**src/rtl/sega_joy_scanner.sv**
```systemverilog
// ---------------------------------------------------------------------------
// sega_joy_scanner
//
// Scans NPORTS Sega DB9 joypad ports in parallel. One select line (pin 7) is
// shared by every port. A scan runs SCAN_LEN steps of TICK_DIV clocks each.
// A short burst of select pulses at the start of each scan reads the pads.
// The rest of each scan holds select high, so 6-button pads time out and
// return to their power-on state before the next burst.
//
// Capture points (the pins are those seen during the previous step):
//   enter k=2 : U,D,L,R,B,C          (select was high)
//   enter k=3 : MD detect, A,Start   (select was low)
//   enter k=5 : 6-button detect      (select was low, third pulse)
//   enter k=6 : Z,Y,X,Mode           (select was high after third pulse)
//   enter k=7 : done_o pulse
//
// Build option:
//   SEGA_JOY_SIX_BUTTON_EN - when defined, the third select pulse and the
//   6-button capture are enabled. When undefined, select stays high for
//   k=4..6, M/X/Y/Z read 0 and type_o never reports 11.
//
// Ports:
//   clk_i    in  1          system clock (the only clock)
//   res_n_i  in  1          asynchronous active-low reset
//   joy_i    in  6*NPORTS   per port {p9,p6,right,left,down,up}, active-low
//   sel_o    out 1          shared select, pin 7 of every port
//   joy_o    out 12*NPORTS  per port {M,X,Y,Z,S,A,C,B,R,L,D,U}, 1 = pressed
//   type_o   out 2*NPORTS   per port 00 none, 01 2-button, 10 MD3, 11 MD6
//   done_o   out 1          one-clock pulse when a scan's captures are done
// ---------------------------------------------------------------------------
module sega_joy_scanner #(
  parameter int NPORTS   = 2,
  parameter int TICK_DIV = 1024,
  parameter int SCAN_LEN = 256
) (
  input  logic                 clk_i,
  input  logic                 res_n_i,
  input  logic [6*NPORTS-1:0]  joy_i,
  output logic                 sel_o,
  output logic [12*NPORTS-1:0] joy_o,
  output logic [2*NPORTS-1:0]  type_o,
  output logic                 done_o
);

  localparam int DIV_W = (TICK_DIV > 1) ? $clog2(TICK_DIV) : 1;
  localparam int K_W   = (SCAN_LEN > 2) ? $clog2(SCAN_LEN) : 1;

  localparam logic [DIV_W-1:0] DIV_LAST = DIV_W'(TICK_DIV - 1);
  localparam logic [K_W-1:0]   K_LAST   = K_W'(SCAN_LEN - 1);

  localparam logic [K_W-1:0] K_0 = K_W'(0);
  localparam logic [K_W-1:0] K_2 = K_W'(2);
  localparam logic [K_W-1:0] K_3 = K_W'(3);
  localparam logic [K_W-1:0] K_7 = K_W'(7);
`ifdef SEGA_JOY_SIX_BUTTON_EN
  localparam logic [K_W-1:0] K_4 = K_W'(4);
  localparam logic [K_W-1:0] K_5 = K_W'(5);
  localparam logic [K_W-1:0] K_6 = K_W'(6);
`endif

  localparam logic [1:0] TYPE_NONE = 2'b00;
  localparam logic [1:0] TYPE_TWO  = 2'b01;
  localparam logic [1:0] TYPE_MD3  = 2'b10;
`ifdef SEGA_JOY_SIX_BUTTON_EN
  localparam logic [1:0] TYPE_MD6  = 2'b11;
`endif

  // -------------------------------------------------------------------------
  // Input synchroniser. It resets to all-ones, which reads as "nothing
  // pressed" until real pin values arrive.
  // -------------------------------------------------------------------------
  logic [6*NPORTS-1:0] sync1_q;
  logic [6*NPORTS-1:0] sync2_q;

  always_ff @(posedge clk_i or negedge res_n_i) begin
    if (!res_n_i) begin
      sync1_q <= '1;
      sync2_q <= '1;
    end else begin
      sync1_q <= joy_i;
      sync2_q <= sync1_q;
    end
  end

  // -------------------------------------------------------------------------
  // Step divider. The strobe fires when the divider sits at TICK_DIV-1. After
  // reset the first strobe therefore lands exactly TICK_DIV clocks later.
  // -------------------------------------------------------------------------
  logic [DIV_W-1:0] div_q;
  logic [DIV_W-1:0] div_d;
  logic             step_stb;

  assign step_stb = (div_q == DIV_LAST);
  assign div_d    = step_stb ? '0 : div_q + DIV_W'(1);

  always_ff @(posedge clk_i or negedge res_n_i) begin
    if (!res_n_i) begin
      div_q <= '0;
    end else begin
      div_q <= div_d;
    end
  end

  // -------------------------------------------------------------------------
  // Scan sequencer: the step index k is the state.
  // -------------------------------------------------------------------------
  logic [K_W-1:0] k_q;
  logic [K_W-1:0] k_d;

  // State register
  always_ff @(posedge clk_i or negedge res_n_i) begin
    if (!res_n_i) begin
      k_q <= K_0;
    end else begin
      k_q <= k_d;
    end
  end

  // Next-state logic
  always_comb begin
    k_d = k_q;
    if (step_stb) begin
      if (k_q == K_LAST) begin
        k_d = K_0;
      end else begin
        k_d = k_q + K_W'(1);
      end
    end
  end

  // Output decode. The outputs are keyed on k_d, so the captures happen on
  // the strobe edge. The pins they read are still the ones driven during the
  // previous step, because the new select value only appears after this edge.
  logic sel_d;
  logic done_d;
  logic cap_base;
  logic cap_md;
`ifdef SEGA_JOY_SIX_BUTTON_EN
  logic cap_six;
  logic cap_ext;
`endif

  always_comb begin
    sel_d = 1'b1;
    if ((k_d == K_0) || (k_d == K_2)) begin
      sel_d = 1'b0;
    end
`ifdef SEGA_JOY_SIX_BUTTON_EN
    if ((k_d == K_4) || (k_d == K_6)) begin
      sel_d = 1'b0;
    end
    cap_six = step_stb && (k_d == K_5);
    cap_ext = step_stb && (k_d == K_6);
`endif
    cap_base = step_stb && (k_d == K_2);
    cap_md   = step_stb && (k_d == K_3);
    done_d   = step_stb && (k_d == K_7);
  end

  // The select and done outputs are registered so the pads never see a glitch.
  logic sel_q;
  logic done_q;

  always_ff @(posedge clk_i or negedge res_n_i) begin
    if (!res_n_i) begin
      sel_q  <= 1'b1;
      done_q <= 1'b0;
    end else begin
      sel_q  <= sel_d;
      done_q <= done_d;
    end
  end

  assign sel_o  = sel_q;
  assign done_o = done_q;

  // -------------------------------------------------------------------------
  // Per-port capture. Each port keeps its own button, type and detect state.
  // -------------------------------------------------------------------------
  for (genvar gi = 0; gi < NPORTS; gi++) begin : g_port
    logic [5:0]  pin_n;   // {p9,p6,right,left,down,up}, active-low
    logic [11:0] btn_q;
    logic [11:0] btn_d;
    logic [1:0]  type_q;
    logic [1:0]  type_d;
`ifdef SEGA_JOY_SIX_BUTTON_EN
    logic        md_q;
    logic        md_d;
    logic        six_q;
    logic        six_d;
`endif

    assign pin_n = sync2_q[6*gi +: 6];

    always_comb begin
      btn_d  = btn_q;
      type_d = type_q;
`ifdef SEGA_JOY_SIX_BUTTON_EN
      md_d   = md_q;
      six_d  = six_q;
`endif
      // With select high the pin order {p9,p6,R,L,D,U} lines up directly
      // with the button order {C,B,R,L,D,U}.
      if (cap_base) begin
        btn_d[5:0] = ~pin_n;
`ifdef SEGA_JOY_SIX_BUTTON_EN
        six_d = 1'b0;
`endif
      end

      // A Mega Drive pad pulls left and right low while select is low.
      // A 2-button pad (or an empty port) cannot do that.
      if (cap_md) begin
        if (!pin_n[2] && !pin_n[3]) begin
          btn_d[7:6] = ~pin_n[5:4];   // {S,A} from {p9,p6}
          type_d     = TYPE_MD3;
`ifdef SEGA_JOY_SIX_BUTTON_EN
          md_d       = 1'b1;
`endif
        end else begin
          btn_d[7:6] = 2'b00;
          type_d     = TYPE_TWO;
`ifdef SEGA_JOY_SIX_BUTTON_EN
          md_d       = 1'b0;
`endif
        end
      end

`ifdef SEGA_JOY_SIX_BUTTON_EN
      // On the third low select pulse, a 6-button pad drives all four
      // directions low.
      if (cap_six && md_q && (pin_n[3:0] == 4'b0000)) begin
        six_d  = 1'b1;
        type_d = TYPE_MD6;
      end

      // On the next high phase the directions carry {Mode,X,Y,Z}.
      // Those map onto joy bits [11:8] in the same order.
      if (cap_ext) begin
        btn_d[11:8] = six_q ? ~pin_n[3:0] : 4'b0000;
      end
`endif
    end

    always_ff @(posedge clk_i or negedge res_n_i) begin
      if (!res_n_i) begin
        btn_q  <= '0;
        type_q <= TYPE_NONE;
`ifdef SEGA_JOY_SIX_BUTTON_EN
        md_q   <= 1'b0;
        six_q  <= 1'b0;
`endif
      end else begin
        btn_q  <= btn_d;
        type_q <= type_d;
`ifdef SEGA_JOY_SIX_BUTTON_EN
        md_q   <= md_d;
        six_q  <= six_d;
`endif
      end
    end

    assign joy_o[12*gi +: 12] = btn_q;
    assign type_o[2*gi +: 2]  = type_q;
  end

endmodule

```
**config.mk**
```make
export PLATFORM = sky130hd
export DESIGN_NAME = sega_joy_scanner
export DESIGN_NICKNAME = d
export VERILOG_FILES = /design/src/rtl/sega_joy_scanner.sv
export SDC_FILE = /design/constraint.sdc
export NUM_CORES = 1
export LEC_CHECK = 0
export CORE_MARGIN = 2
export CORE_UTILIZATION = 43
export DETAILED_ROUTE_END_ITERATION = 8
export PLACE_DENSITY = 0.65
export REMOVE_ABC_BUFFERS = 1
export SYNTH_ARGS = -nofsm -noshare
export SYNTH_HDL_FRONTEND = slang
export SYNTH_SLANG_ARGS = --single-unit
```
**constraint.sdc**
```tcl
create_clock -name clk_i -period 3.5 [get_ports clk_i]
set_input_delay 0.525 -clock clk_i [delete_from_list [all_inputs] [get_ports clk_i]]
set_output_delay 0.525 -clock clk_i [all_outputs]
set_load 0.01 [all_outputs]
```
==> results.py, run 1 <==
metrics = {
    "clocking": {
        "htree_levels": 3,
        "post_cts_buffers": 0,
        "cts_resized": 0,
        "cts.sinks": 64,
        "cts_made_buffers": 9,
        "cts_tree": "yes",
        "clk_pin_slew_ns": 0.07,
        "ctsHoldBuffers": 0,
        "clk_latency_ns": 0.34,
        "cts_buffer_depth": 2,
        "cts_root_buffer": "clkbuf_8",
    },
    "drt": {
        "wl_per_cell_um": 13.6,
        "via_count": 1627,
        "dr.first_iter.drc_count": 70,
        "finalWirelength_mm": 4.55,
        "ant_nets": 0,
        "dr.pass1.iters": 4,
        "detail_route.vias_per_cell": 4.87,
        "drc_errors": 0,
    },
    "timing": {
        "fmax_mhz": 322,
        "finalHoldViolations": 0,
        "rsz0062_at_grt": "no",
        "tightestPinTransition_ns": 0.589,
        "fin_crit_ns": 3.11,
        "hold_ws_ns": 0.115,
        "finalSetupViolCount": 0,
        "tns_ns": 0,
        "fin_crit_sh_pct": 88.8,
        "relSlewSlack_pct": 60.5,
        "skew_ns": 0.0136,
        "report.final.slew_viol_count": 0,
    },
    "synth": {
        "synthArstFlopShare_pct": 100,
        "synth_edf_count": 0,
        "syn_avg_cell_area_um2": 12.5,
        "ys_seq_elements": 64,
        "synth_top_area_cell": "dfrtp_1",
        "syn-cell-area_um2": 2650,
        "yosysWarnings": 0,
        "synth_top_area_share_pct": 36.8,
        "syn-instance-count": 212,
        "synth_cell_types": 46,
        "post-synth-top-count-cell": "dfrtp_1",
        "seq_area_frac_synth_pct": 61.5,
        "synth_common_cells": "dfrtp_1, dfstp_2, inv_1, mux2i_1, nor2_1",
        "ys_top_cells_by_area": "dfrtp_1, dfstp_2, mux2i_1",
        "ys.flop_type": "dfrtp_1",
    },
    "floorplan": {
        "die_y_um": 82.6,
        "fp.dieArea_um2": 6820,
        "num_io_pins": 44,
        "die_w_um": 82.6,
        "start_util_pct": 44.6,
        "coreArea_um2": 5960,
        "rows": 28,
    },
    "place": {
        "place.gp.congestion": 0.778,
        "portBuffers": 35,
        "dp_hpwl_mm": 3.20,
    },
    "job": {
        "cap_violations": 0,
    },
    "critical_path": {
        "critPathLaunch": "div_q[0]",
        "timing.rr.start": "div_q[0]",
        "rrSetupSlack_ns": 0.39,
        "arrival_ns": 3.32,
        "r2r_end": "g_port[1].btn_q[6]",
        "crit_end": "g_port[1].btn_q[6]",
        "cp-start-kind": "register",
        "cp_max_fo": 9,
        "critPathCaptureType": "register",
        "crit_required_ns": 3.72,
        "critical_path_class": "reg -> reg",
        "reg2reg_depth": 7,
    },
    "cells_and_area": {
        "syn_to_final_growth_pct": 21.6,
        "drive_gt1_share_pct": 25.1,
        "fin_nets": 270,
        "diodes": 0,
    },
    "global_route": {
        "grt_max_degree": 46,
        "grtUsageTotal_pct": 15.1,
        "grt_pass1_wl_mm": 7.42,
        "grt_pass1_vias": 1580,
        "antenna_found_initial": 0,
        "gr-total-overflow": 0,
    },
    "pwr": {
        "seqPwrFrac_pct": 55.5,
        "combPwrFrac_pct": 2.5,
        "leakage_nw": 1.37,
        "power_density_nw_per_um2": 430,
        "clkPwrFrac_pct": 42.0,
        "ir_worst_vdd_mv": 0.193,
        "switching_power_uw": 313,
        "p_sw_share_pct": 22.5,
        "internal_power_mw": 1.07,
    },
    "status": {
        "status": "complete, no violations",
    },
    "worst_hold_path": {
        "min_path_type": "in -> async",
    },
}
==> how the worst min path moves through the flow <==
stage / startpoint / end / slack, ns / depth (start not counted)
final: res_n_i / g_port[1].btn_q[0] / 0.11 / 1
after global routing: res_n_i / g_port[1].btn_q[0] / 0.14 / 1
after CTS: res_n_i / g_port[1].btn_q[0] / 0.11 / 1
after detailed placement: sync1_q[7] / sync2_q[7] / 0.35 / 0
after global placement: sync1_q[7] / sync2_q[7] / 0.35 / 0
after floorplan: res_n_i / div_q[0] / 0.23 / 0
==> final cells by class <==
type / instances / area [µm²]
well taps: 75 / 93.8
inverters: 18 / 67.6
fillers: 538 / 2730
flip-flops and latches: 64 / 1630
repair buffers: 38 / 368
clock buffers: 12 / 155
clock inverters: 4 / 28.8
multi-input cells: 123 / 882
==> state kept, by name, summed over array words and instances, names as in the netlist <==
signal	count
sync1_q	12
div_q	10
sync2_q	12
sel_o	1
g_port.btn_q	16
done_o	1
g_port.type_q	4
k_q	8
==> power by group through the flow <==
stage / clock, mW / sequential, mW / combinational, mW
final: 0.583 / 0.769 / 0.0353
after global placement: 0 / 0.782 / 0.0364
after detailed placement: 0 / 0.783 / 0.0366
after global routing: 0.625 / 0.771 / 0.0405
after CTS: 0.597 / 0.770 / 0.0367
after floorplan: 0 / 0.781 / 0.00636
==> worst max-delay path, cell delays in order, from the launching register on <==
cell	delay, ns
dfrtp_1	0.43
ha_1	0.32
inv_1	0.13
or3_2	0.62
nor2_4	0.16
mux2_2	0.40
nor4_4	0.53
mux2_2	0.40
==> through the flow <==
stage | instances | util (%) | worst slack (ns) | total power, mW | cell area [µm²]
after global routing | 334 | 54.2 | 0.231 | 1.44 | 3230
after CTS | 334 | 54.2 | 0.389 | 1.40 | 3230
final | 334 | 54.2 | 0.393 | 1.39 | 3230
after detailed placement | 318 | 51.1 | 0.399 | 0.819 | 3040
after global placement | 318 | 51.1 | 0.465 | 0.818 | 3040
after floorplan | 205 | - | 0.599 | 0.788 | 2580
==> kinds of logic after synthesis <==
logic type / count (synthesis) / share of synthesized area [%]
mux: 21 / 8.25
buf+inv: 32 / 6.22
other cells: 1 / 0.141
xor+xnor: 10 / 3.30
compound gates: 22 / 5.66
simple gates: 60 / 14.0
flops: 64 / 61.5
fa+ha+maj: 2 / 0.943
==> routing by layer <==
layer	global-route usage (%)	vias up	routed length (µm)
met5	0	-	0
met4	6.39	0	80
met3	5.54	8	220
met2	22.3	37	2040
met1	20.1	786	2210
li1	-	796	-
==> placed cells by master, fill, tap and decap left out, drive strengths merged, types with 8 or more instances in the layout <==
master and count:
clkdlybuf4s50 34, inv 18, conb 8, clkbuf 12, nand3 9, dfstp 25, mux2i 14, dfrtp 39
nor2 13, nand2 9
Power figures use the tool's default switching activity.
==> run 2: changes to the inputs <==
--- a/config.mk
+++ b/config.mk
@@ -5,6 +5,7 @@
 export SDC_FILE = /design/constraint.sdc
 export NUM_CORES = 1
 export LEC_CHECK = 0
+export CAP_MARGIN = 20
 export CORE_MARGIN = 2
 export CORE_UTILIZATION = 43
 export DETAILED_ROUTE_END_ITERATION = 8
==> results of run 2 <==
No change in the layout: final DEF, timing and power equal those of run 1.
